`src/rtl/regfile_pkg.sv`:
```
// Shared defaults for the regfile_sb register bank.
package regfile_pkg;
  localparam int unsigned DATA_W_DEF    = 32;
  localparam int unsigned NUM_REGS_DEF  = 8;
  localparam int unsigned NUM_RD_DEF    = 2;
  localparam int unsigned ZERO_REG_ADDR = 0;
endpackage

```
`src/rtl/regfile_sb_if.sv`:
```
// Decode / writeback / load-return bus into the register bank.
interface regfile_sb_if #(
  parameter int unsigned DATA_W   = 32,
  parameter int unsigned NUM_REGS = 8,
  parameter int unsigned NUM_RD   = 2,
  parameter int unsigned ADDR_W   = $clog2(NUM_REGS)
);
  logic [NUM_RD*ADDR_W-1:0] rd_addr;
  logic [NUM_RD*DATA_W-1:0] rd_data;
  logic [NUM_RD-1:0]        rd_busy;
  logic                     wa_en;
  logic [ADDR_W-1:0]        wa_addr;
  logic [DATA_W-1:0]        wa_data;
  logic                     wb_en;
  logic [ADDR_W-1:0]        wb_addr;
  logic [DATA_W-1:0]        wb_data;
  logic                     iss_en;
  logic [ADDR_W-1:0]        iss_addr;
  logic                     any_busy;

  modport master (
    output rd_addr, wa_en, wa_addr, wa_data, wb_en, wb_addr, wb_data,
           iss_en, iss_addr,
    input  rd_data, rd_busy, any_busy
  );

  modport slave (
    input  rd_addr, wa_en, wa_addr, wa_data, wb_en, wb_addr, wb_data,
           iss_en, iss_addr,
    output rd_data, rd_busy, any_busy
  );
endinterface

```
`src/rtl/reg_scoreboard.sv`:
```
// Per-register outstanding-load tracker with same-cycle clear forwarding.
module reg_scoreboard
  import regfile_pkg::*;
#(
  parameter int unsigned NUM_REGS = NUM_REGS_DEF,
  parameter int unsigned NUM_RD   = NUM_RD_DEF,
  parameter int unsigned ADDR_W   = $clog2(NUM_REGS),
  parameter bit          ZERO_REG = 1'b1
) (
  input  logic                     clk,
  input  logic                     reset_n,
  input  logic                     iss_en,
  input  logic [ADDR_W-1:0]        iss_addr,
  input  logic                     wb_en,
  input  logic [ADDR_W-1:0]        wb_addr,
  input  logic [NUM_RD*ADDR_W-1:0] rd_addr,
  output logic [NUM_RD-1:0]        rd_busy,
  output logic                     any_busy
);
  logic [NUM_REGS-1:0] busy_q, busy_d;

  // Clear first, then set, so a same-address issue/return leaves the bit busy.
  always_comb begin
    busy_d = busy_q;
    if (wb_en) busy_d[wb_addr] = 1'b0;
    if (iss_en && !(ZERO_REG && iss_addr == ADDR_W'(ZERO_REG_ADDR)))
      busy_d[iss_addr] = 1'b1;
    if (!reset_n) busy_d = '0;
  end

  always_ff @(posedge clk) begin
    busy_q <= busy_d;
  end

  assign any_busy = |busy_q;

  always_comb begin
    rd_busy = '0;
    for (int unsigned i = 0; i < NUM_RD; i++) begin
      rd_busy[i] = busy_q[rd_addr[i*ADDR_W +: ADDR_W]] &
                   ~(wb_en && wb_addr == rd_addr[i*ADDR_W +: ADDR_W]);
    end
  end
endmodule

```
`src/rtl/regfile_sb.sv`:
```
// Register bank with two write ports, write-through bypass and load scoreboard.
module regfile_sb
  import regfile_pkg::*;
#(
  parameter int unsigned DATA_W   = DATA_W_DEF,
  parameter int unsigned NUM_REGS = NUM_REGS_DEF,
  parameter int unsigned ADDR_W   = $clog2(NUM_REGS),
  parameter int unsigned NUM_RD   = NUM_RD_DEF,
  parameter bit          ZERO_REG = 1'b1
) (
  input logic         clk,
  input logic         reset_n,
  regfile_sb_if.slave bus
);
  localparam logic [ADDR_W-1:0] ZADDR = ADDR_W'(ZERO_REG_ADDR);

  logic [DATA_W-1:0] mem_q [NUM_REGS];
  logic [DATA_W-1:0] mem_d [NUM_REGS];

  // Port B applied before port A so A wins on an address collision.
  always_comb begin
    mem_d = mem_q;
    if (bus.wb_en && !(ZERO_REG && bus.wb_addr == ZADDR))
      mem_d[bus.wb_addr] = bus.wb_data;
    if (bus.wa_en && !(ZERO_REG && bus.wa_addr == ZADDR))
      mem_d[bus.wa_addr] = bus.wa_data;
    if (!reset_n) mem_d = '{default: '0};
  end

  always_ff @(posedge clk) begin
    mem_q <= mem_d;
  end

  for (genvar i = 0; i < NUM_RD; i++) begin : g_rd
    logic [ADDR_W-1:0] addr;
    logic [DATA_W-1:0] word;

    assign addr = bus.rd_addr[i*ADDR_W +: ADDR_W];

    always_comb begin
      word = mem_q[addr];
      if (bus.wb_en && bus.wb_addr == addr) word = bus.wb_data;
      if (bus.wa_en && bus.wa_addr == addr) word = bus.wa_data;
      if (ZERO_REG && addr == ZADDR) word = '0;
    end

    assign bus.rd_data[i*DATA_W +: DATA_W] = word;
  end

  reg_scoreboard #(
    .NUM_REGS (NUM_REGS),
    .NUM_RD   (NUM_RD),
    .ADDR_W   (ADDR_W),
    .ZERO_REG (ZERO_REG)
  ) u_sb (
    .clk      (clk),
    .reset_n  (reset_n),
    .iss_en   (bus.iss_en),
    .iss_addr (bus.iss_addr),
    .wb_en    (bus.wb_en),
    .wb_addr  (bus.wb_addr),
    .rd_addr  (bus.rd_addr),
    .rd_busy  (bus.rd_busy),
    .any_busy (bus.any_busy)
  );
endmodule

```
`src/flat_wrapper.sv`:
```
// flat-port wrapper written by rule: the top's interface ports become plain ports
module regfile_sb_flat import regfile_pkg::*;
#(
  parameter int unsigned DATA_W   = DATA_W_DEF,
  parameter int unsigned NUM_REGS = NUM_REGS_DEF,
  parameter int unsigned ADDR_W   = $clog2(NUM_REGS),
  parameter int unsigned NUM_RD   = NUM_RD_DEF,
  parameter bit          ZERO_REG = 1'b1
)
  (clk, reset_n, bus_rd_addr, bus_wa_en, bus_wa_addr, bus_wa_data, bus_wb_en, bus_wb_addr, bus_wb_data, bus_iss_en, bus_iss_addr, bus_rd_data, bus_rd_busy, bus_any_busy);
  regfile_sb_if #(.DATA_W(DATA_W), .NUM_REGS(NUM_REGS), .NUM_RD(NUM_RD), .ADDR_W(ADDR_W)) bus_i ();
  input logic clk;
  input logic reset_n;
  input wire logic [$bits(bus_i.rd_addr)-1:0] bus_rd_addr;
  input wire logic [$bits(bus_i.wa_en)-1:0] bus_wa_en;
  input wire logic [$bits(bus_i.wa_addr)-1:0] bus_wa_addr;
  input wire logic [$bits(bus_i.wa_data)-1:0] bus_wa_data;
  input wire logic [$bits(bus_i.wb_en)-1:0] bus_wb_en;
  input wire logic [$bits(bus_i.wb_addr)-1:0] bus_wb_addr;
  input wire logic [$bits(bus_i.wb_data)-1:0] bus_wb_data;
  input wire logic [$bits(bus_i.iss_en)-1:0] bus_iss_en;
  input wire logic [$bits(bus_i.iss_addr)-1:0] bus_iss_addr;
  output wire logic [$bits(bus_i.rd_data)-1:0] bus_rd_data;
  output wire logic [$bits(bus_i.rd_busy)-1:0] bus_rd_busy;
  output wire logic [$bits(bus_i.any_busy)-1:0] bus_any_busy;
  assign bus_i.rd_addr = bus_rd_addr;
  assign bus_i.wa_en = bus_wa_en;
  assign bus_i.wa_addr = bus_wa_addr;
  assign bus_i.wa_data = bus_wa_data;
  assign bus_i.wb_en = bus_wb_en;
  assign bus_i.wb_addr = bus_wb_addr;
  assign bus_i.wb_data = bus_wb_data;
  assign bus_i.iss_en = bus_iss_en;
  assign bus_i.iss_addr = bus_iss_addr;
  assign bus_rd_data = bus_i.rd_data;
  assign bus_rd_busy = bus_i.rd_busy;
  assign bus_any_busy = bus_i.any_busy;
  regfile_sb #(.DATA_W(DATA_W), .NUM_REGS(NUM_REGS), .ADDR_W(ADDR_W), .NUM_RD(NUM_RD), .ZERO_REG(ZERO_REG)) u_core (.clk(clk), .reset_n(reset_n), .bus(bus_i));
endmodule
```
`config.mk`:
```
export PLATFORM = sky130hd
export DESIGN_NAME = regfile_sb_flat
export DESIGN_NICKNAME = d
export VERILOG_FILES = /design/src/rtl/regfile_pkg.sv /design/src/rtl/regfile_sb_if.sv /design/src/rtl/reg_scoreboard.sv /design/src/rtl/regfile_sb.sv /design/src/flat_wrapper.sv
export SDC_FILE = /design/constraint.sdc
export NUM_CORES = 1
export LEC_CHECK = 0
export CORE_MARGIN = 8
export CORE_UTILIZATION = 50
export CTS_BUF_LIST = sky130_fd_sc_hd__clkbuf_8
export DETAILED_ROUTE_END_ITERATION = 8
export PLACE_DENSITY_LB_ADDON = 0.05
export SETUP_SLACK_MARGIN = 0.05
export SLEW_MARGIN = 20
export SYNTH_ARGS = -nofsm -noshare
export SYNTH_HDL_FRONTEND = slang
export SYNTH_SLANG_ARGS = --single-unit
```
`constraint.sdc`:
```
create_clock -name clk -period 2.1 [get_ports clk]
set_clock_uncertainty 0.05 [all_clocks]
set_input_delay 0.42 -clock clk [delete_from_list [all_inputs] [get_ports clk]]
set_output_delay 0.42 -clock clk [all_outputs]
set_load 0.05 [all_outputs]
```
# --- Yosys cells after proc, flatten, opt, wreduce, memory -nomap -nowiden ---
# Cells that the tools add are included.
totals:
  elab_cells: 86
  inputBits: 84
  ff_bits: 264
op_classes:
  reduce_logical: 20
  bitwise: 11
  eq_ne: 4
  order_cmp: 12
  n_mux: 30
ops:
  columns: ["op", "n"]
  rows:
  - ["$bwmux W256", 2]
  - ["$mux W256", 2]
  - ["$mux W32", 12]
  - ["$bmux W32 S3", 2]
  - ["$demux W32 S3", 2]
  - ["$ge A4 B4 Y1 const B", 4]
  - ["$lt A3 B4 Y1 const B", 4]
  - ["$mux W8", 2]
  - ["$not A3 Y4", 4]
  - ["$logic_not A3 Y1", 5]
  - ["$eq A3 B3 Y1", 4]
  - ["$logic_and A1 B1 Y1", 11]
  - ["$and A8 B8 Y8", 1]
  - ["$lt A4 B1 Y1 const B", 2]
  - ["$not A8 Y8", 1]
  - ["$or A8 B8 Y8", 1]
  - ["$reduce_or A8 Y1", 1]
  - ["$bmux W1 S3", 2]
  - ["$demux W1 S3", 2]
  - ["$ge A3 B1 Y1 const B", 2]
  - ["$mux W1", 4]
  - ["$logic_not A1 Y1", 3]
  - ["$and A1 B1 Y1", 2]
  - ["$not A1 Y1", 2]

# --- Logic depth before layout (Yosys ltp) ---
depth:
  depth_word: 9
  ltp_mapped: 7
  ltp_nobuf: 4

# --- Cells and area by module ---
# From an unflattened synthesis, not the netlist that was laid out.
hier_totals:
  cells_unflattened: 1881
  area_unflattened_um2: 16231.8
by_module_without_submodules:
  columns: ["mod", "cells_per_inst", "area_each_um2", "n_inst", "seq_area_each_um2"]
  rows:
  - ["regfile_sb", 1807, 15617.5, 1, 4484.3]
  - ["reg_scoreboard", 74, 614.3, 1, 160.2]

# --- Worst setup path before layout ---
# No wires, ideal clock.
synth_path:
  kind: "in2out"
  start: "input bus_wb_addr[1]"
  end: "output bus_rd_data[52]"
  stages: 7
  path_buffers: 3
  arrival_ns: 2.113
  path_slack_ns: -0.483
  t_required_ns: 1.630
  cell_sequence: "buf_4 > xnor2_1 > and4_1 > buf_2 > buf_2 > a21oi_1 > a21oi_1"
synth_via:
  elab_chain_len: 5
synth_rtl:
  columns: ["item", "line_no", "rtl"]
  rows:
  - ["start, declared", "flat_wrapper.sv:19", "input wire logic [$bits(bus_i.wb_addr)-1:0] bus_wb_addr;"]
  - ["$eq A3 B3 Y1", "regfile_sb.sv:42", "if (bus.wb_en && bus.wb_addr == addr) word = bus.wb_data;"]
  - ["$logic_and A1 B1 Y1", "regfile_sb.sv:42", null]
  - ["$mux W32", "regfile_sb.sv:42", null]
  - ["$mux W32", "regfile_sb.sv:43", "if (bus.wa_en && bus.wa_addr == addr) word = bus.wa_data;"]
  - ["$mux W32", "regfile_sb.sv:44", "if (ZERO_REG && addr == ZADDR) word = '0;"]
  - ["end, declared", "flat_wrapper.sv:23", "output wire logic [$bits(bus_i.rd_data)-1:0] bus_rd_data;"]
# No other way between the ends.

# --- Final worst setup path ---
layout_path:
  start: "input bus_rd_addr[4]"
  end: "output bus_rd_data[55]"
layout_via:
  elab_chain_len: 7
  word_cells_on_any_way: 12
  cone_classes: "eq/ne: 2; mux: 6; bitwise: 1; reduce/logical: 3"
layout_rtl:
  columns: ["item", "line_no", "rtl"]
  rows:
  - ["start, declared", "flat_wrapper.sv:14", "input wire logic [$bits(bus_i.rd_addr)-1:0] bus_rd_addr;"]
  - ["$not A3 Y4 (not written as such)", "regfile_sb.sv:41", "word = mem_q[addr];"]
  - ["$bmux W32 S3", "regfile_sb.sv:41", null]
  - ["$mux W32 (not written as such) (2 in series)", "regfile_sb.sv:41", null]
  - ["$mux W32", "regfile_sb.sv:42", null]
  - ["$mux W32", "regfile_sb.sv:43", null]
  - ["$mux W32 (*)", "regfile_sb.sv:44", null]
# Every way passes the cells marked *; elsewhere a longest branch is shown, timed or not. The select of a mux whose other input is x is not followed.

==> results.md <==
* First-pass GRT wire length at 103,000 µm
* Leakage at 12.90 nW
* CP Capture Type: output port
* Core box area at 32,540 µm²
* Dominant cells by area after synthesis: dfxtp_1 (28%), mux2i_1 (25%), o211a_1 (14%), nand2_1 (5.3%), a21oi_1 (4.2%)
* Antenna violations before repair at 0
* Async S/R FF share, synth at 0%
* RSZ-0062 raised after global routing: true
* DR pass1 iterations at 8
* Die W at 197.7 µm
* Net Sw Power at 5.002 mW
* Worst-Margin Slew at 0.5562 ns
* Buffers on Ports at 150
* Reg area at 4763 µm²
* Worst setup margin at -0.2990 ns
* Pre-CTS setup slack at -0.6681 ns
* Final wirelength at 72,320 µm
* Number of CTS-inserted buffers at 43
* Critical path, cell by cell: buf_12, buf_12, buf_6, or3_4, buf_12, o211ai_1, o21ai_4, buf_12
* Power Density at 574.6 nW/µm²
* Clock latency on the worst-skew pair at 0.54 ns
* Worst-path clk slew at 0.05 ns
* Comb pwr share at 36.9%
* Initial Util at 50.73%
* DR DRC count at 0
* Antenna fix cells at 0
* Total power at 14.20 mW
* Pin count of the biggest net entering global routing at 65
* Mapped Area at 16,500 µm²
* Sequential power share at 34.0%
* R2r startpoint: u_core.mem_q[129]
* Syn Nets at 1,976
* Setup crit start: bus_rd_addr[4]
* Cell with the most instances after synthesis: mux2i_1
* Area leader, netlist: dfxtp_1
* DP Wirelength at 42,550 µm
* Die area at 39,080 µm²
* DRT iter0 DRCs at 1,812
* Number of synthesis warnings at 0
* Vias in the first global route at 16,709
* CP Launch Type: input port
* Final ANT Viol Nets at 0
* Crit-path max FO at 7
* TritonCTS clock tree: built
* Hold_buf cts at 0
* Die Y at 197.7 µm
* Crit-path most repeated cell: buf_12
* P_int at 9.195 mW
* Post-Syn Instances at 1,892
* Max stage delay cell, worst path: or3_4
* RR Endpoint: u_core.mem_q[129]
* Critical Path RT at 1.63 ns
* Ys flop type: dfxtp_1
* Final setup viols at 66
* Hold path start: reset_n
* Sw Share at 35.23%
* Placed cell area at 21,270 µm²
* Peak supply drop at 0.3727 mV
* I/O pin total at 151
* GR Overflow Total at 0
* Gr usage total at 34.01%
* Unique masters post-synth at 42
* Worst path arrival time at 1.93 ns
* Row count at 66
* Hold path endpoint: u_core.u_sb.busy_q[0]
* Status: complete, but fails checks
* Final hold violation count at 0
* Rel. slew slack at 62.92%
* Final hold slack at 0.2778 ns
* Post-synth EDFFs at 0
* Maximum operating frequency at 0.4168 GHz
* Via density at 6.611
* Period utilization at 114.2%
* Final Util at 75.94%
* Filler cells at 2,301
* DR WL/cell at 27.77 µm
* Seq cells post-synth at 232
* Area grow syn2layout at 49.70%
* Syn_area_per_cell at 8.723 µm²
* Root buffer cell: clkbuf_8
* Sink Count at 232
* Slew Viols, Final at 0
* Clk pwr share at 29.1%
* Worst r2r path cells at 4
* Critical Path Max Stage Delay at 0.51 ns
* Hold Crit Depth at 3
* Max-cap violations at 0
* Fin crit period at 2.399 ns
* Hold Crit Class: in2reg
* H-Tree Depth at 2
* Post-synth top area share at 28.14%
* Post-layout net count at 2,220
* Routed via count at 17,215
* Share of cells above drive strength 1 at 37.97%
* CP Class: in2out
* Commonest cells in the netlist: mux2i_1 (414), nand2_1 (234), dfxtp_1 (232), o211a_1 (224), a21oi_1 (138)
* Sequential area share after synthesis at 28.14%
* Final instance area at 24,710 µm²
* Area of the multi-input gates at 12,510 µm²
* Violated checks: negative setup slack
* Longest Clk Path Bufs at 3
* GPL Wtd Cong at 0.8992
* Flop-to-flop setup slack at 1.11 ns
[cell usage in the layout, fill, tap and decap left out, types with 6 or more instances in the layout]
cell type        count
a21oi_1             50
buf_6               46
clkbuf_16           15
nand3_1             16
nand4_1              6
o211a_1            224
nor3_4               7
buf_8               12
o21ai_2             24
nor2b_1              9
dfxtp_1            141
a211oi_2            12
nor2_1              66
inv_1               19
o22ai_1              6
dfxtp_2             89
buf_12             128
a21oi_4             64
o21ai_1              9
clkdlybuf4s50_1     68
nor3_2               7
o211ai_1            64
buf_16              15
mux2i_1            399
a22oi_2             42
mux2i_2             10
nand3_2              6
nand2_1            232
a21oi_2             24
o22ai_2             10
xnor2_4              9
buf_4              175
clkbuf_8            50
o21ai_4             31
[worst max-delay path by stage]
stage	endpoint	slack (ns)	cells past startpoint
2_1_floorplan	bus_rd_data[48]	-0.01	7
3_3_place_gp	bus_rd_data[21]	-0.63	8
3_5_place_dp	bus_rd_data[21]	-0.67	8
4_1_cts	bus_rd_data[18]	-0.28	9
5_1_grt	bus_rd_data[61]	-0.34	5
6_report	bus_rd_data[55]	-0.30	8
[cell type report]
type,instances,area share [%]
multi-input cells,1395,50.65
clock inverters,21,0.3595
flip-flops and latches,232,19.28
well taps,442,2.238
clock buffers,50,2.785
inverters,1,0.01519
repair buffers,463,24.67
[state kept, by name (all words and copies together), names as in the netlist]
signal,cells
u_core.mem_q,224
u_core.u_sb.busy_q,8
[layer usage]
metal | global-route usage (%) | up-vias | part of all wire (%)
li1 | - | 7459 | -
met2 | 54.75 | 991 | 46
met4 | 16.18 | 0 | 5.1
met3 | 6.951 | 257 | 9.4
met5 | 0 | - | 0
met1 | 43.07 | 8508 | 39
[power groups by stage]
| stage | Clock (mW) | Combinational [mW] | Sequential (mW) |
|---|---|---|---|
| 3_5_place_dp | 0 | 4.50 | 4.88 |
| 4_1_cts | 4.14 | 4.88 | 4.79 |
| 2_1_floorplan | 0 | 2.85 | 4.84 |
| 3_3_place_gp | 0 | 4.44 | 4.87 |
| 6_report | 4.13 | 5.23 | 4.83 |
| 5_1_grt | 4.38 | 5.43 | 4.84 |
[metrics by stage]
stage	std cells	setup TNS (ns)
after floorplan	1892	-0.07597
after global placement	2465	-82.80
after detailed placement	2465	-89.77
after CTS	2572	-13.74
after global routing	2604	-13.01
final	2604	-11.37
[worst max-delay path: cells and delay by family]
kind	cells	cell delay, ns
AOI/OAI and AO/OA	2	0.25
buffers and inverters	5	0.72
and+or+nand+nor	1	0.51
[cells by family after synthesis]
family	synth area share (%)
flops	28.14
simple gates	9.878
mux	25.93
xor+xnor	0.6368
compound gates	27.20
buf+inv	8.218
[repair_timing]
| item | CTS | global route |
|---|---|---|
| gates cloned | 16 | 15 |
| pin swaps | 63 | 143 |
| setup endpoints to repair | 66 | 67 |
| buffers inserted | 23 | 24 |
| gates resized for setup | 232 | 258 |
Note: power is estimated with default switching activity, not from simulation.
